File: config.mk
export PLATFORM = sky130hd
export DESIGN_NAME = rx_block_lock
export DESIGN_NICKNAME = d
export VERILOG_FILES = /design/src/rtl/rx_block_lock.sv
export SDC_FILE = /design/constraint.sdc
export NUM_CORES = 1
export LEC_CHECK = 0
export ABC_AREA = 1
export CAP_MARGIN = 20
export CORE_UTILIZATION = 25
export CTS_BUF_LIST = sky130_fd_sc_hd__clkbuf_8 sky130_fd_sc_hd__clkbuf_16
export DETAILED_ROUTE_END_ITERATION = 16
export GPL_TIMING_DRIVEN = 0
export MAX_ROUTING_LAYER = met4
export PLACE_DENSITY = 0.46
export SLEW_MARGIN = 20
export SYNTH_ARGS = -nofsm -noshare
export SYNTH_HDL_FRONTEND = slang
export SYNTH_SLANG_ARGS = --single-unit
File: constraint.sdc
create_clock -name i_clk -period 2.9 [get_ports i_clk]
set_clock_uncertainty 0.2 [all_clocks]
set_input_delay 0.29 -clock i_clk [delete_from_list [all_inputs] [get_ports i_clk]]
set_output_delay 0.29 -clock i_clk [all_outputs]
set_load 0.02 [all_outputs]
File: src/rtl/rx_block_lock.sv
// rx_block_lock: 64b/66b sync-header block lock with gearbox slip control
module rx_block_lock #(
    parameter int SH_CNT_MAX       = 64,
    parameter int SH_INVALID_MAX   = 16,
    parameter int SLIP_WAIT_CYCLES = 66,
    parameter int SLIP_CNT_WIDTH   = 16
) (
    input  logic                      i_clk,
    input  logic                      i_reset,
    input  logic [1:0]                i_header,
    input  logic                      i_header_valid,
    output logic                      o_slip,
    output logic                      o_block_lock,
    output logic [SLIP_CNT_WIDTH-1:0] o_slip_count
);
    localparam int CW = $clog2(SH_CNT_MAX + 1);
    localparam int IW = $clog2(SH_INVALID_MAX + 1);
    localparam int WW = $clog2(SLIP_WAIT_CYCLES + 1);

    typedef enum logic [1:0] {TEST, SLIP, WAIT} state_t;

    state_t          state, state_n;
    logic [CW-1:0]   sh_cnt, sh_cnt_n, cnt_inc;
    logic [IW-1:0]   inv_cnt, inv_cnt_n, inv_inc;
    logic [WW-1:0]   wait_cnt, wait_cnt_n;
    logic            lock_n, good;

    assign good    = ^i_header;
    assign cnt_inc = sh_cnt + CW'(1);
    assign inv_inc = inv_cnt + IW'(!good);
    assign o_slip  = state == SLIP;

    // Next-state and counter logic; a slip decision also drops lock and clears the window
    always_comb begin
        state_n    = state;
        sh_cnt_n   = sh_cnt;
        inv_cnt_n  = inv_cnt;
        wait_cnt_n = wait_cnt;
        lock_n     = o_block_lock;
        unique case (state)
            TEST: if (i_header_valid) begin
                if ((!o_block_lock && !good) || (o_block_lock && inv_inc == IW'(SH_INVALID_MAX))) begin
                    state_n   = SLIP;
                    lock_n    = 1'b0;
                    sh_cnt_n  = '0;
                    inv_cnt_n = '0;
                end else if (cnt_inc == CW'(SH_CNT_MAX)) begin
                    lock_n    = 1'b1;
                    sh_cnt_n  = '0;
                    inv_cnt_n = '0;
                end else begin
                    sh_cnt_n  = cnt_inc;
                    inv_cnt_n = inv_inc;
                end
            end
            SLIP: begin
                state_n    = WAIT;
                wait_cnt_n = '0;
                sh_cnt_n   = '0;
                inv_cnt_n  = '0;
            end
            WAIT: begin
                state_n    = wait_cnt == WW'(SLIP_WAIT_CYCLES - 1) ? TEST : WAIT;
                wait_cnt_n = wait_cnt + WW'(1);
            end
            default: state_n = TEST;
        endcase
    end

    // State register; the slip counter steps on the edge that enters SLIP so it moves with o_slip
    always_ff @(posedge i_clk) begin
        if (i_reset) begin
            state        <= TEST;
            sh_cnt       <= '0;
            inv_cnt      <= '0;
            wait_cnt     <= '0;
            o_block_lock <= 1'b0;
            o_slip_count <= '0;
        end else begin
            state        <= state_n;
            sh_cnt       <= sh_cnt_n;
            inv_cnt      <= inv_cnt_n;
            wait_cnt     <= wait_cnt_n;
            o_block_lock <= lock_n;
            if (state == TEST && state_n == SLIP && !(&o_slip_count))
                o_slip_count <= o_slip_count + SLIP_CNT_WIDTH'(1);
        end
    end
endmodule

**Word level (Yosys, flattened, before mapping)**

Cells that the tools add are included.

- Bits in registers: 38
- Input bits: 5
- Output and inout bits: 18
- Word-level logic and storage cells: 48

- Add/subtract/negate cells: 4
- Equality and inequality tests: 7
- Mux-type cells: 15
- Reduce and logical (&&, ||, !) cells: 16

Operator list:

| operator | count |
|---|---|
| case mux 7 bit (2 select lines) | 2 |
| two-way mux 7 bit | 3 |
| adder 16 x 1 -> 16 bit, second input constant | 1 |
| AND reduction 16 bit | 1 |
| two-way mux 5 bit | 3 |
| adder 7 x 1 -> 7 bit, second input constant | 2 |
| == test 7 bit, second input constant | 2 |
| case mux 5 bit (2 select lines) | 1 |
| two-way mux 2 bit | 3 |
| case mux 2 bit (3 select lines) | 1 |
| nonzero test 2 bit | 3 |
| adder 5 x 1 -> 5 bit | 1 |
| == test 5 bit, second input constant | 1 |
| == test 2 x 1 -> 1 bit, second input constant | 2 |
| logical AND 1 bit | 4 |
| logical NOT 1 bit | 3 |
| AND reduction 3 bit | 1 |
| == test 2 bit, second input constant | 1 |
| logical NOT 2 bit | 1 |
| two-way mux 1 bit | 2 |
| != test 2 bit, second input constant | 1 |
| AND reduction 2 bit | 1 |
| parity 2 bit | 1 |
| logical OR 1 bit | 1 |

**Longest topological paths before layout**

Gate-level depths: netlist (run 1).

- Depth in word-level cells: 12
- Gate-level depth with buffers: 17
- Depth with buffers taken out: 17

**Least setup slack after synthesis (run 1)**

Ideal clock, no wire load.

- Path kind: input to register
- From: input i_header[1]
- To: register o_slip_count[5]
- Setup time: 0.132 ns
- Arrival time: 1.945 ns
- Data required time: 2.568 ns
- Path slack: 0.623 ns
- Stages: 16
- Buffers on the path: 1
- Cells stage by stage: xnor2_1 > ha_1 > ha_1 > inv_1 > nand3_1 > nor2_2 > nand3_2 > nand2_4 > nand2_1 > nand2_1 > nand2_2 > nand2_4 > nand3_4 > buf_6 > nand2_1 > a21oi_1

- Word-level cells in the longest chain between the ends: 12
- Elaborated cells between the ends (all ways): 13
- Those cells by class: add/sub (1); eq/ne (2); mux (3); reduce/logical (7)

RTL lines:

| item | RTL line | RTL |
|---|---|---|
| start: declaration | 10 | `input logic [1:0] i_header,` |
| parity 2 bit * | 28 | `assign good = ^i_header;` |
| logical NOT 1 bit * | 30, 42 |  |
| adder 5 x 1 -> 5 bit | 30 | `assign inv_inc = inv_cnt + IW'(!good);` |
| == test 5 bit | 42 | `if ((!o_block_lock && !good) \|\| (o_block_lock && inv_inc == IW'(SH_INVALID_MAX))) begin` |
| logical AND 1 bit | 42 |  |
| logical OR 1 bit * | 42 |  |
| two-way mux 2 bit * | 42 |  |
| two-way mux 2 bit * | 41 | `TEST: if (i_header_valid) begin` |
| case mux 2 bit (3 select lines) * | 40 | `unique case (state)` |
| == test 2 x 1 -> 1 bit * | 85 | `if (state == TEST && state_n == SLIP && !(&o_slip_count))` |
| logical AND 1 bit * (2 in a row) | 85 |  |
| end signal: assignment | 86 | `o_slip_count <= o_slip_count + SLIP_CNT_WIDTH'(1);` |
| end: declaration | 14 | `output logic [SLIP_CNT_WIDTH-1:0] o_slip_count` |

Mark *: on every way between the ends. The rest lies on a longest branch, timed or not.
A chain may end at the register's enable or synchronous reset.

**Worst setup path after layout (run 1)**

- From: input i_header[0]
- To: register o_slip_count[9]

The elaborated chain is that of the path after synthesis.

==> impl_metrics.xml, run 1 <==
<?xml version="1.0" encoding="UTF-8"?>
<metrics>
  <group name="run_status">
    <metric name="status" unit="">complete, no violations</metric>
  </group>
  <group name="timing">
    <metric name="part_of_the_cycle_the_worst_path_needs" unit="%">92.0</metric>
    <metric name="unrepaired_setup_endpoints_after_global_routing" unit="">false</metric>
    <metric name="hold_viol_final" unit="">0</metric>
    <metric name="count_of_final_setup_violators" unit="">0</metric>
    <metric name="clock.fmax" unit="MHz">375</metric>
    <metric name="final-max-slew-violation-count" unit="">0</metric>
    <metric name="slew_headroom" unit="%">61.2</metric>
    <metric name="fin_ws" unit="ns">0.231</metric>
    <metric name="timing_worst_slew_pin_value" unit="ns">0.576</metric>
    <metric name="timing.final.crit_period" unit="ns">2.67</metric>
  </group>
  <group name="drt">
    <metric name="dr.pass1.iters" unit="">4</metric>
    <metric name="routed_via_density" unit="">4.51</metric>
    <metric name="final_antenna_net_count" unit="">0</metric>
    <metric name="vias_post_dr" unit="">2019</metric>
    <metric name="routedWlPerCell" unit="um">11.8</metric>
    <metric name="detail_route.drc_violations" unit="">0</metric>
    <metric name="totalWireLength" unit="mm">5.29</metric>
    <metric name="drtIter0Drc" unit="">106</metric>
  </group>
  <group name="global_route">
    <metric name="grt_max_degree" unit="">13</metric>
    <metric name="gr-total-overflow" unit="">0</metric>
    <metric name="grt_first_pass_wirelength" unit="mm">8.87</metric>
    <metric name="first_global_vias" unit="">1871</metric>
    <metric name="globalRouteTotalUtil" unit="%">12.9</metric>
    <metric name="antenna_found_initial" unit="">0</metric>
  </group>
  <group name="yosys">
    <metric name="synth-warning-count" unit="">0</metric>
    <metric name="postSynth.topFlopCell" unit="">sky130_fd_sc_hd__dfxtp_1</metric>
    <metric name="synth_largest_area_cell" unit="">sky130_fd_sc_hd__dfxtp_1</metric>
    <metric name="synth.ff_latch_count" unit="">38</metric>
    <metric name="synth_enable_flop_cells" unit="">0</metric>
    <metric name="synthCells" unit="">310</metric>
    <metric name="synth.cells.most_frequent" unit="">68 x sky130_fd_sc_hd__nand2_1, 38 x sky130_fd_sc_hd__dfxtp_1, 37 x sky130_fd_sc_hd__inv_1</metric>
    <metric name="synth_nets" unit="">325</metric>
    <metric name="syn_area" unit="mm^2">0.00222</metric>
    <metric name="post_synth_num_cell_types" unit="">32</metric>
    <metric name="synth_most_common_cell" unit="">sky130_fd_sc_hd__nand2_1</metric>
    <metric name="syn_avg_cell_area" unit="um^2">7.16</metric>
    <metric name="synth.top_cells.by_area" unit="">sky130_fd_sc_hd__dfxtp_1 34%, sky130_fd_sc_hd__nand2_1 11%, sky130_fd_sc_hd__inv_1 6.3%</metric>
    <metric name="synth-seq-area-share" unit="%">34.3</metric>
    <metric name="synth_top_cell_area_share" unit="%">34.3</metric>
    <metric name="async_reset_ff_share" unit="%">0</metric>
  </group>
  <group name="hold_path">
    <metric name="worst_hold_path_type" unit="">flip-flop to flip-flop</metric>
    <metric name="worstHoldStart" unit="">inv_cnt[4]</metric>
    <metric name="hold_path_depth" unit="">2</metric>
    <metric name="worstHoldEndpoint" unit="">inv_cnt[4]</metric>
  </group>
  <group name="cts">
    <metric name="holdBufCountCts" unit="">0</metric>
    <metric name="clock_tree.root_cell" unit="">sky130_fd_sc_hd__clkbuf_8</metric>
    <metric name="clk_path_buf_depth" unit="">2</metric>
    <metric name="clk_pin_slew_worst_paths" unit="ns">0.08</metric>
    <metric name="clock_latency" unit="ns">0.30</metric>
    <metric name="cts-htree-levels" unit="">2</metric>
    <metric name="clock_tree_from_tritoncts" unit="">yes</metric>
    <metric name="tritoncts.num_buffers" unit="">5</metric>
    <metric name="clock_sink_count" unit="">38</metric>
  </group>
  <group name="setup_path">
    <metric name="worstPathArrival" unit="ns">2.64</metric>
    <metric name="cp-start-kind" unit="">input pin</metric>
    <metric name="timing.reg2reg.setup_slack" unit="ns">0.52</metric>
    <metric name="ff2ff_path_depth" unit="">15</metric>
    <metric name="end_of_the_worst_register_to_register_path" unit="">o_slip_count[9]</metric>
    <metric name="worstReg2RegStart" unit="">inv_cnt[0]</metric>
    <metric name="worstSetupEndpointType" unit="">flip-flop</metric>
    <metric name="crit_required" unit="ns">2.87</metric>
    <metric name="criticalPathCategory" unit="">input pin to flip-flop</metric>
    <metric name="crit_fanout" unit="">10</metric>
  </group>
  <group name="cells_and_area">
    <metric name="area_taken_by_flip_flops_and_latches" unit="um^2">761</metric>
    <metric name="flow.area_growth_from_synthesis" unit="%">23.0</metric>
    <metric name="fillerInstances" unit="">974</metric>
    <metric name="num_antenna_cells" unit="">0</metric>
    <metric name="multi_input_area" unit="mm^2">0.00128</metric>
    <metric name="finish.cell_count_without_fillers" unit="">448</metric>
    <metric name="finalCoreUtilization" unit="%">31.5</metric>
    <metric name="post_route_cells_drive_above_1_share" unit="%">8.53</metric>
    <metric name="nNetsFinal" unit="">354</metric>
  </group>
  <group name="floorplan">
    <metric name="num_rows" unit="">34</metric>
    <metric name="boundaryPins" unit="">23</metric>
    <metric name="die_area" unit="mm^2">0.00926</metric>
    <metric name="initial_utilization" unit="%">25.6</metric>
    <metric name="die-width" unit="um">96.2</metric>
    <metric name="core-area" unit="mm^2">0.00868</metric>
    <metric name="die_y" unit="um">96.2</metric>
  </group>
  <group name="run">
    <metric name="maxCapViolCount" unit="">0</metric>
  </group>
  <group name="placed_design">
    <metric name="pre_cts_slack" unit="ns">-0.119</metric>
    <metric name="detailed_place_hpwl" unit="mm">3.92</metric>
    <metric name="routabilityCongestion" unit="">0.796</metric>
    <metric name="place_inst" unit="">440</metric>
    <metric name="port_buffers" unit="">22</metric>
  </group>
  <group name="power_and_ir_drop">
    <metric name="total_leakage_power" unit="nW">0.970</metric>
    <metric name="p_per_area" unit="mW/mm^2">530</metric>
    <metric name="ir_drop" unit="uV">199</metric>
    <metric name="finalPower" unit="mW">1.45</metric>
  </group>
</metrics>
[kinds of logic (layout without fill, tap and decap cells)]
logic type                 Yosys count  count (layout)  synth area share, %
AOI/OAI and AO/OA                   39              39                 10.4
adders and majority gates           10              10                 5.64
xor gates and xnor gates            17              17                 6.71
buffers and inverters               46              76                 8.62
DFF                                 38              38                 34.3
and+or+nand+nor                    160             160                 34.4
[placed cells by master (no fill, tap or decap), drive strengths merged, types with 2 or more instances in the layout]
master and count:
a211oi 2, a21oi 26, a22oi 4, buf 3
bufinv 2, clkbuf 11, clkdlybuf4s50 22, dfxtp 38
ha 10, inv 38, nand2 72, nand3 19
nand4 17, nor2 35, nor3 9, nor3b 5
o21ai 4, xnor2 7, xor2 10
[repair_timing]
item                                    CTS  global route
setup buffers                             0             0
resized for setup                         0             3
endpoints found under the setup margin    0            10
[per-layer routing]
layer | vias to the layer above | wire length (um) | GRT usage, % | share of wire [%]
met5 | - | 0 | - | 0
met4 | 0 | 80 | 4.98 | 1.5
met3 | 5 | 158 | 3.16 | 3.0
met2 | 24 | 2280 | 19.1 | 43
met1 | 920 | 2770 | 16.9 | 52
li1 | 1070 | - | - | -
[power by group]
group,switching (mW),internal [mW],total [mW]
logic,0.202,0.107,0.309
clock network,0.211,0.367,0.579
registers,0.0197,0.539,0.559
[sequential cells by signal, indices dropped and copies added, names as in the netlist]
| register | flops |
|---|---|
| inv_cnt | 5 |
| state | 2 |
| wait_cnt | 7 |
| o_slip_count | 16 |
| sh_cnt | 7 |
| o_block_lock | 1 |
[metrics by stage]
stage	hold slack [ns]	setup TNS (ns)	area, um^2
detailed placement	0.274	-1.05	2570
finish	0.286	0	2730
CTS	0.288	0	2720
floorplan	0.255	0	2220
global placement	0.271	-1.03	2570
global route	0.316	0	2730
[cell type report]
class / count / area share [%]
clock inverter: 2 / 2.20
inverter: 38 / 5.22
timing repair buffer: 22 / 8.07
multi-input combinational: 226 / 46.9
tap: 108 / 4.95
clock buffer: 6 / 3.02
sequential: 38 / 27.9
buffer: 8 / 1.79
[how the worst max path moves through the flow]
stage                 from                to  slack [ns]  depth (start not counted)
2_1_floorplan  i_header[1]   o_slip_count[5]        0.62                         16
3_3_place_gp   i_header[1]   o_slip_count[5]       -0.11                         17
3_5_place_dp   i_header[1]   o_slip_count[9]       -0.12                         17
4_1_cts        i_header[1]   o_slip_count[9]        0.20                         17
5_1_grt        i_header[0]  o_slip_count[11]        0.01                         17
6_report       i_header[0]   o_slip_count[9]        0.23                         17
[worst max-delay path, cell delays in order]
cell                              delay, ns
sky130_fd_sc_hd__clkdlybuf4s50_1       0.44
sky130_fd_sc_hd__xnor2_2               0.20
sky130_fd_sc_hd__ha_2                  0.23
sky130_fd_sc_hd__ha_2                  0.27
sky130_fd_sc_hd__inv_1                 0.06
sky130_fd_sc_hd__nand3_1               0.08
sky130_fd_sc_hd__nor2_2                0.12
sky130_fd_sc_hd__nand3_2               0.09
sky130_fd_sc_hd__nand2_4               0.10
sky130_fd_sc_hd__nand2_1               0.06
sky130_fd_sc_hd__nand2_1               0.07
sky130_fd_sc_hd__nand2_2               0.06
sky130_fd_sc_hd__nand2_4               0.12
sky130_fd_sc_hd__nand3_4               0.13
sky130_fd_sc_hd__buf_6                 0.19
sky130_fd_sc_hd__nand2_1               0.06
sky130_fd_sc_hd__a21oi_1               0.05
Note: power is estimated with default switching activity, not from simulation.
==> run 2, diff against run 1 <==
DONT_BUFFER_PORTS = 1   (was not set)
PLACE_DENSITY = 0.44   (was 0.46)
clock period = 2.2 ns   (was 2.9 ns; I/O delays follow)
==> run 2 against run 1 <==
Compared with the run above:
- cell count fell by 2.0%
- via count rose by 0.40%
- die area did not move
- first-iteration DRC count fell by 52%
- final area rose by 1.6%
- worst setup slack got worse by 0.18 ns
- non-clock buffer count fell by 9
- utilization rose by 0.49 points
- worst hold slack got worse by 0.26 ns
- critical path type is now flip-flop to flip-flop
==> impl_metrics.xml, run 2 (synthesized netlist as in run 1, its figures left out) <==
<?xml version="1.0" encoding="UTF-8"?>
<metrics>
  <group name="power_and_ir_drop">
    <metric name="seq_power_share" unit="%">41.6</metric>
    <metric name="power.switching_fraction" unit="%">34.0</metric>
    <metric name="ir_drop" unit="uV">285</metric>
    <metric name="p_switching" unit="mW">0.620</metric>
    <metric name="power.internal" unit="mW">1.20</metric>
    <metric name="total_leakage_power" unit="nW">0.978</metric>
    <metric name="pwr-share-comb" unit="%">30.6</metric>
    <metric name="clkPwrFrac" unit="%">27.7</metric>
    <metric name="p_per_area" unit="mW/mm^2">657</metric>
  </group>
  <group name="cells_and_area">
    <metric name="most-common-layout-cells" unit="">54 x sky130_fd_sc_hd__nand2_1, 36 x sky130_fd_sc_hd__inv_1, 32 x sky130_fd_sc_hd__dfxtp_1, 27 x sky130_fd_sc_hd__nor2_1, 18 x sky130_fd_sc_hd__a21oi_1</metric>
    <metric name="post_route_cells_drive_above_1_share" unit="%">23.9</metric>
    <metric name="flow.area_growth_from_synthesis" unit="%">24.9</metric>
    <metric name="largest_register_ff_count" unit="">16</metric>
    <metric name="largest_registers" unit="">o_slip_count (16), sh_cnt (7), wait_cnt (7)</metric>
    <metric name="num_antenna_cells" unit="">0</metric>
    <metric name="nNetsFinal" unit="">345</metric>
    <metric name="max_flop_register" unit="">o_slip_count</metric>
    <metric name="final_instance_area" unit="mm^2">0.00277</metric>
    <metric name="most_common_cell_after_layout_fill_and_taps_aside" unit="">sky130_fd_sc_hd__nand2_1</metric>
  </group>
  <group name="drt">
    <metric name="final_antenna_net_count" unit="">0</metric>
    <metric name="totalWireLength" unit="mm">5.83</metric>
    <metric name="drtIter0Drc" unit="">51</metric>
    <metric name="routed_via_density" unit="">4.62</metric>
    <metric name="dr.pass1.iters" unit="">4</metric>
    <metric name="routedWlPerCell" unit="um">13.3</metric>
    <metric name="detail_route.drc_violations" unit="">0</metric>
    <metric name="vias_post_dr" unit="">2027</metric>
  </group>
  <group name="floorplan">
    <metric name="initial_utilization" unit="%">25.6</metric>
    <metric name="core-area" unit="mm^2">0.00868</metric>
    <metric name="num_rows" unit="">34</metric>
    <metric name="boundaryPins" unit="">23</metric>
    <metric name="die-width" unit="um">96.2</metric>
    <metric name="die_y" unit="um">96.2</metric>
    <metric name="die_area" unit="mm^2">0.00926</metric>
  </group>
  <group name="global_route">
    <metric name="gr-total-overflow" unit="">0</metric>
    <metric name="grt_max_degree" unit="">12</metric>
    <metric name="antenna_found_initial" unit="">0</metric>
    <metric name="first_global_vias" unit="">1997</metric>
    <metric name="globalRouteTotalUtil" unit="%">13.9</metric>
    <metric name="grt_first_pass_wirelength" unit="mm">9.55</metric>
  </group>
  <group name="timing">
    <metric name="fin_ws" unit="ns">0.0490</metric>
    <metric name="part_of_the_cycle_the_worst_path_needs" unit="%">97.8</metric>
    <metric name="setup_total_negative_slack" unit="ns">0</metric>
    <metric name="count_of_final_setup_violators" unit="">0</metric>
    <metric name="timing.final.crit_period" unit="ns">2.15</metric>
    <metric name="clock.fmax" unit="MHz">465</metric>
    <metric name="timing_worst_slew_pin_value" unit="ns">0.733</metric>
    <metric name="final-max-slew-violation-count" unit="">0</metric>
    <metric name="slew_headroom" unit="%">51.2</metric>
    <metric name="hold_viol_final" unit="">0</metric>
    <metric name="unrepaired_setup_endpoints_after_global_routing" unit="">true</metric>
  </group>
  <group name="cts">
    <metric name="tritoncts.num_buffers" unit="">5</metric>
    <metric name="clk_path_buf_depth" unit="">2</metric>
    <metric name="clk_pin_slew_worst_paths" unit="ns">0.08</metric>
    <metric name="cts-htree-levels" unit="">2</metric>
    <metric name="clock_latency" unit="ns">0.29</metric>
    <metric name="clock_tree.root_cell" unit="">sky130_fd_sc_hd__clkbuf_8</metric>
    <metric name="clock_tree_from_tritoncts" unit="">yes</metric>
    <metric name="clock_sink_count" unit="">38</metric>
  </group>
  <group name="hold_path">
    <metric name="worstHoldStart" unit="">i_header_valid</metric>
    <metric name="worst_hold_path_type" unit="">input pin to flip-flop</metric>
  </group>
  <group name="setup_path">
    <metric name="crit_fanout" unit="">5</metric>
    <metric name="worstSetupEndpointType" unit="">flip-flop</metric>
    <metric name="worstReg2RegStart" unit="">inv_cnt[0]</metric>
    <metric name="cp_startpoint" unit="">inv_cnt[0]</metric>
    <metric name="worstPathArrival" unit="ns">2.11</metric>
    <metric name="cp-start-kind" unit="">flip-flop</metric>
    <metric name="crit_required" unit="ns">2.16</metric>
    <metric name="criticalPathCategory" unit="">flip-flop to flip-flop</metric>
  </group>
  <group name="run">
    <metric name="maxCapViolCount" unit="">0</metric>
  </group>
  <group name="placed_design">
    <metric name="detailed_place_hpwl" unit="mm">4.02</metric>
    <metric name="routabilityCongestion" unit="">0.755</metric>
    <metric name="pre_cts_slack" unit="ns">-0.292</metric>
    <metric name="placedInstanceArea" unit="mm^2">0.00236</metric>
    <metric name="port_buffers" unit="">0</metric>
  </group>
  <group name="run_status">
    <metric name="status" unit="">complete, no violations</metric>
  </group>
</metrics>
run 2: cell types whose count changed in the layout (fill, tap and decap cells not counted), moves of 3 or more:
cell                              delta
sky130_fd_sc_hd__nand2_2            +12
sky130_fd_sc_hd__nor2_1              -4
sky130_fd_sc_hd__buf_6               +4
sky130_fd_sc_hd__a21oi_1             -8
sky130_fd_sc_hd__buf_4               +6
sky130_fd_sc_hd__ha_4                +3
sky130_fd_sc_hd__dfxtp_2             +4
sky130_fd_sc_hd__clkdlybuf4s50_1    -22
sky130_fd_sc_hd__a21oi_2             +8
sky130_fd_sc_hd__nand2_1            -14
sky130_fd_sc_hd__dfxtp_1             -6
run 2: final cells by class:
class | instances | area, um^2
Fill cell | 1002 | 5910
Multi-Input combinational cell | 226 | 1430
Sequential cell | 38 | 773
Inverter | 38 | 143
Timing Repair Buffer | 13 | 139
Tap cell | 108 | 135
Clock buffer | 6 | 82.6
Buffer | 8 | 63.8
Clock inverter | 2 | 8.76
run 2: path summary, 6_finish.rpt:
| kind | to | slack, ns | cells past startpoint |
|---|---|---|---|
| worst max-delay path | o_slip_count[11] | 0.05 | 15 |
| worst min-delay path | o_block_lock | 0.02 | 4 |
| worst max register to register | o_slip_count[11] | 0.05 | 15 |
| worst min register to register | sh_cnt[4] | 0.29 | 2 |
run 2: metal layers:
layer  track usage (%)  vias up  share of wire [%]
li1                  -     1054                  -
met1              16.1      943                 45
met2              23.2       25                 49
met3              4.19        5                5.3
met4              3.73        0               0.75
met5                 -        -                  0
run 2: critical path, cell delays in order (launching register included):
cell	delay (ns)
sky130_fd_sc_hd__dfxtp_2	0.34
sky130_fd_sc_hd__ha_4	0.17
sky130_fd_sc_hd__ha_4	0.21
sky130_fd_sc_hd__inv_2	0.05
sky130_fd_sc_hd__nand3_2	0.06
sky130_fd_sc_hd__nor2_2	0.12
sky130_fd_sc_hd__nand3_2	0.08
sky130_fd_sc_hd__nand2_4	0.09
sky130_fd_sc_hd__nand2_2	0.06
sky130_fd_sc_hd__nand2_2	0.06
sky130_fd_sc_hd__nand2_2	0.06
sky130_fd_sc_hd__nand2_4	0.08
sky130_fd_sc_hd__nand3_4	0.13
sky130_fd_sc_hd__buf_8	0.19
sky130_fd_sc_hd__nand2_1	0.06
sky130_fd_sc_hd__a21oi_1	0.06
run 2: timing repair:
item | 4_1_cts | 5_1_grt
endpoints found under the setup margin | 19 | 25
buffers inserted | 7 | 3
endpoints found under the hold margin | 4 | 0
pin swaps | 7 | 18
gates cloned | 2 | 0
gates resized for setup | 21 | 40
hold buffers | 1 | 0
run 2: power by group through the flow:
stage          combinational (mW)  clock [mW]  sequential, mW
2_1_floorplan               0.291           0           0.757
3_3_place_gp                0.375           0           0.765
3_5_place_dp                0.375           0           0.766
4_1_cts                     0.519       0.535           0.756
5_1_grt                     0.604       0.555           0.763
6_report                    0.558       0.506           0.759
run 2: through the flow:
step	util (%)	cells	power, mW	hold slack, ns
after detailed placement	27.2	418	1.14	0.273
after floorplan	-	310	1.05	0.208
after CTS	30.2	436	1.81	0.0112
after global placement	27.2	418	1.14	0.271
final	31.9	439	1.82	0.0219
after global routing	31.9	439	1.92	0.0859
==> run 3, diff against run 2 <==
ABC_AREA = not set   (was 1)
==> run 3 against run 2 <==
Compared with the run above:
- the flow now finishes with violations (negative setup slack)
- sequential share of layout area rose by 0.099 points
- combinational power up 2%
- clock power grew 20%
- synthesized cell count is 20% lower
- die area fell by 6.2%
- first-iteration DRC count grew 22%
==> impl_metrics.xml, run 3 <==
<?xml version="1.0" encoding="UTF-8"?>
<metrics>
  <group name="run_status">
    <metric name="status" unit="">finished with violations</metric>
    <metric name="violations_in_the_final_reports" unit="">negative setup slack</metric>
  </group>
  <group name="yosys">
    <metric name="postSynth.topFlopCell" unit="">sky130_fd_sc_hd__dfxtp_1</metric>
    <metric name="synth_top_cell_area_share" unit="%">36.6</metric>
    <metric name="synthCells" unit="">248</metric>
    <metric name="synth_enable_flop_cells" unit="">0</metric>
    <metric name="synth.ff_latch_count" unit="">38</metric>
    <metric name="synth-warning-count" unit="">0</metric>
    <metric name="syn_area" unit="mm^2">0.00208</metric>
    <metric name="synth.top_cells.by_area" unit="">sky130_fd_sc_hd__dfxtp_1 37%, sky130_fd_sc_hd__a21oi_1 6.0%, sky130_fd_sc_hd__ha_1 6.0%</metric>
    <metric name="async_reset_ff_share" unit="%">0</metric>
    <metric name="syn_avg_cell_area" unit="um^2">8.39</metric>
    <metric name="synth_nets" unit="">263</metric>
    <metric name="synth-seq-area-share" unit="%">36.6</metric>
    <metric name="synth.cells.most_frequent" unit="">38 x sky130_fd_sc_hd__dfxtp_1, 25 x sky130_fd_sc_hd__a21oi_1, 17 x sky130_fd_sc_hd__nand2_1, 17 x sky130_fd_sc_hd__nor2_1, 15 x sky130_fd_sc_hd__o21ai_0</metric>
    <metric name="synth_most_common_cell" unit="">sky130_fd_sc_hd__dfxtp_1</metric>
    <metric name="synth_largest_area_cell" unit="">sky130_fd_sc_hd__dfxtp_1</metric>
    <metric name="post_synth_num_cell_types" unit="">44</metric>
  </group>
  <group name="floorplan">
    <metric name="die_area" unit="mm^2">0.00869</metric>
    <metric name="num_rows" unit="">32</metric>
    <metric name="die_y" unit="um">93.2</metric>
    <metric name="boundaryPins" unit="">23</metric>
    <metric name="die-width" unit="um">93.2</metric>
    <metric name="core-area" unit="mm^2">0.00789</metric>
    <metric name="initial_utilization" unit="%">26.4</metric>
  </group>
  <group name="cells_and_area">
    <metric name="max_flop_register" unit="">o_slip_count</metric>
    <metric name="fillerInstances" unit="">820</metric>
    <metric name="largest_register_ff_count" unit="">16</metric>
    <metric name="final_instance_area" unit="mm^2">0.00272</metric>
    <metric name="nNetsFinal" unit="">284</metric>
    <metric name="flow.area_growth_from_synthesis" unit="%">30.9</metric>
    <metric name="post_route_cells_drive_above_1_share" unit="%">25.6</metric>
    <metric name="largest_registers" unit="">o_slip_count (16), sh_cnt (7), wait_cnt (7)</metric>
    <metric name="most-common-layout-cells" unit="">37 x sky130_fd_sc_hd__dfxtp_1, 18 x sky130_fd_sc_hd__a21oi_1, 16 x sky130_fd_sc_hd__nor2_1, 16 x sky130_fd_sc_hd__nand2_1, 13 x sky130_fd_sc_hd__buf_4</metric>
    <metric name="most_common_cell_after_layout_fill_and_taps_aside" unit="">sky130_fd_sc_hd__dfxtp_1</metric>
    <metric name="finalCoreUtilization" unit="%">34.5</metric>
    <metric name="num_antenna_cells" unit="">0</metric>
  </group>
  <group name="global_route">
    <metric name="grt_most_used_layer" unit="">met2</metric>
    <metric name="use_met3" unit="%">4.15</metric>
    <metric name="first_global_vias" unit="">1775</metric>
    <metric name="met2_usage" unit="%">19.6</metric>
    <metric name="gr-total-overflow" unit="">0</metric>
    <metric name="antenna_found_initial" unit="">0</metric>
    <metric name="globalRouteTotalUtil" unit="%">13.2</metric>
    <metric name="grt_first_pass_wirelength" unit="mm">8.84</metric>
    <metric name="grt_max_degree" unit="">14</metric>
    <metric name="grt.met1_usage" unit="%">17.0</metric>
  </group>
  <group name="setup_path">
    <metric name="critPathSlowestCell" unit="">sky130_fd_sc_hd__or4_4</metric>
    <metric name="cp_startpoint" unit="">inv_cnt[0]</metric>
    <metric name="worstPathArrival" unit="ns">2.70</metric>
    <metric name="worst-path-stages" unit="">9</metric>
    <metric name="worstReg2RegStart" unit="">inv_cnt[0]</metric>
    <metric name="timing.reg2reg.setup_slack" unit="ns">-0.47</metric>
    <metric name="criticalPathCategory" unit="">flip-flop to flip-flop</metric>
    <metric name="crit_required" unit="ns">2.23</metric>
    <metric name="ordered_list_of_cells_on_the_worst_path" unit="">ha_4 &gt; ha_4 &gt; nor3b_4 &gt; nand2_2 &gt; o41ai_4 &gt; nand3_2 &gt; buf_6 &gt; or4_4 &gt; a21oi_2</metric>
    <metric name="crit_fanout" unit="">7</metric>
    <metric name="worstSetupEndpointType" unit="">flip-flop</metric>
    <metric name="ff2ff_path_depth" unit="">9</metric>
    <metric name="cp-start-kind" unit="">flip-flop</metric>
    <metric name="end_of_the_worst_register_to_register_path" unit="">o_slip_count[12]</metric>
    <metric name="crit_buf_inv" unit="">1</metric>
    <metric name="critical_path.top_delay_family" unit="">simple AND/OR/NAND/NOR gates</metric>
    <metric name="path_common_cell" unit="">sky130_fd_sc_hd__ha_4</metric>
    <metric name="endpoint" unit="">o_slip_count[12]</metric>
    <metric name="critical-path-max-stage-delay" unit="ns">0.48</metric>
  </group>
  <group name="cts">
    <metric name="cts-htree-levels" unit="">2</metric>
    <metric name="clk_path_buf_depth" unit="">2</metric>
    <metric name="holdBufCountCts" unit="">0</metric>
    <metric name="clock_tree_from_tritoncts" unit="">yes</metric>
    <metric name="clock_tree.root_cell" unit="">sky130_fd_sc_hd__clkbuf_8</metric>
    <metric name="clock_sink_count" unit="">38</metric>
    <metric name="clock_latency" unit="ns">0.29</metric>
    <metric name="tritoncts.num_buffers" unit="">5</metric>
    <metric name="clk_pin_slew_worst_paths" unit="ns">0.09</metric>
  </group>
  <group name="timing">
    <metric name="final-max-slew-violation-count" unit="">0</metric>
    <metric name="fin_ws" unit="ns">-0.472</metric>
    <metric name="count_of_final_setup_violators" unit="">25</metric>
    <metric name="timing.final.crit_period" unit="ns">2.67</metric>
    <metric name="clock.fmax" unit="MHz">374</metric>
    <metric name="timing_worst_slew_pin_value" unit="ns">0.661</metric>
    <metric name="hold_viol_final" unit="">0</metric>
    <metric name="slew_headroom" unit="%">55.9</metric>
    <metric name="part_of_the_cycle_the_worst_path_needs" unit="%">121</metric>
    <metric name="setup_total_negative_slack" unit="ns">-7.85</metric>
    <metric name="unrepaired_setup_endpoints_after_global_routing" unit="">true</metric>
  </group>
  <group name="drt">
    <metric name="routedWlPerCell" unit="um">14.8</metric>
    <metric name="final_antenna_net_count" unit="">0</metric>
    <metric name="drtIter0Drc" unit="">62</metric>
    <metric name="dr.pass1.iters" unit="">4</metric>
    <metric name="routed_via_density" unit="">5.24</metric>
    <metric name="vias_post_dr" unit="">1948</metric>
    <metric name="detail_route.drc_violations" unit="">0</metric>
    <metric name="totalWireLength" unit="mm">5.51</metric>
  </group>
  <group name="placed_design">
    <metric name="routabilityCongestion" unit="">0.796</metric>
    <metric name="port_buffers" unit="">0</metric>
    <metric name="placedInstanceArea" unit="mm^2">0.00226</metric>
    <metric name="detailed_place_hpwl" unit="mm">3.59</metric>
    <metric name="pre_cts_slack" unit="ns">-0.754</metric>
  </group>
  <group name="power_and_ir_drop">
    <metric name="pwr-share-comb" unit="%">29.6</metric>
    <metric name="ir_drop" unit="uV">343</metric>
    <metric name="p_switching" unit="mW">0.630</metric>
    <metric name="power.internal" unit="mW">1.30</metric>
    <metric name="clkPwrFrac" unit="%">31.5</metric>
    <metric name="total_leakage_power" unit="nW">0.865</metric>
    <metric name="p_per_area" unit="mW/mm^2">708</metric>
    <metric name="power.switching_fraction" unit="%">32.7</metric>
    <metric name="seq_power_share" unit="%">38.8</metric>
  </group>
  <group name="run">
    <metric name="maxCapViolCount" unit="">0</metric>
  </group>
  <group name="hold_path">
    <metric name="worst_hold_path_type" unit="">input pin to flip-flop</metric>
  </group>
</metrics>
## run 3: changes by cell type after synthesis, moves of 4 or more
| cell | change |
|---|---|
| sky130_fd_sc_hd__or4_1 | +5 |
| sky130_fd_sc_hd__nor3b_1 | -4 |
| sky130_fd_sc_hd__nand2_1 | -51 |
| sky130_fd_sc_hd__o31ai_1 | +5 |
| sky130_fd_sc_hd__xor2_1 | -6 |
| sky130_fd_sc_hd__nor3_1 | -6 |
| sky130_fd_sc_hd__inv_1 | -29 |
| sky130_fd_sc_hd__nor2_2 | -4 |
| sky130_fd_sc_hd__nand2b_1 | +5 |
| sky130_fd_sc_hd__nor2_1 | -14 |
| sky130_fd_sc_hd__and3_1 | +7 |
| sky130_fd_sc_hd__o21ai_0 | +12 |
| sky130_fd_sc_hd__nand4_1 | -10 |
| sky130_fd_sc_hd__or3_1 | +12 |
## run 3: worst min path at each step
stage / from / end / depth (start not counted)
after CTS: i_header_valid / o_block_lock / 3
after floorplan: wait_cnt[6] / wait_cnt[6] / 2
after detailed placement: wait_cnt[5] / wait_cnt[5] / 2
final: i_header_valid / state[0] / 4
after global placement: wait_cnt[6] / wait_cnt[6] / 2
after global routing: i_header_valid / state[0] / 4
## run 3: power by group through the flow
stage | Combinational [mW] | Sequential [mW] | Clock [mW]
2_1_floorplan | 0.281 | 0.754 | 0
3_3_place_gp | 0.370 | 0.762 | 0
3_5_place_dp | 0.371 | 0.764 | 0
4_1_cts | 0.427 | 0.748 | 0.634
5_1_grt | 0.634 | 0.755 | 0.661
6_report | 0.571 | 0.748 | 0.608
## run 3: kinds of logic (layout without fill, tap and decap cells)
logic type,count (synthesis),in the layout,share of synthesized area [%]
buf+inv,18,39,3.37
flops,38,38,36.6
simple gates,102,103,27.1
compound gates,69,69,21.8
fa+ha+maj,10,10,6.02
mux,2,2,0.963
xor+xnor,9,9,4.15
## run 3: per-layer routing
metal / vias up / wire [um]
li1: 970 / -
met1: 934 / 2650
met2: 37 / 2480
met3: 7 / 309
met4: 0 / 70
met5: - / 0
## run 3: layout make-up
type / instances / area (um^2) / area share (%)
Buffer: 7 / 51.3 / 1.88
Tap cell: 102 / 128 / 4.69
Clock inverter: 3 / 45.0 / 1.65
Sequential cell: 38 / 762 / 28.0
Clock buffer: 5 / 68.8 / 2.53
Multi-Input combinational cell: 193 / 1490 / 54.8
Timing Repair Buffer: 16 / 145 / 5.33
Inverter: 8 / 30.0 / 1.10
## run 3: worst min-delay path, stage by stage
cell                      delay [ns]
sky130_fd_sc_hd__inv_1          0.09
sky130_fd_sc_hd__o41ai_4        0.11
sky130_fd_sc_hd__nand2_1        0.07
sky130_fd_sc_hd__nor2_1         0.03
## run 3: stage by stage
stage          hold slack, ns  std cells  total power, mW
2_1_floorplan           0.259        248             1.04
3_3_place_gp            0.279        350             1.13
3_5_place_dp            0.299        350             1.13
4_1_cts                0.0373        364             1.81
5_1_grt                0.0888        372             2.05
6_report               0.0528        372             1.93
## run 3: repair_timing
action                                  CTS  global route
hold endpoints to repair                  0             0
endpoints found under the setup margin   27            31
pin swaps                                 7            11
buffers inserted                          7             8
gates cloned                              0             2
gates resized for setup                   9            37
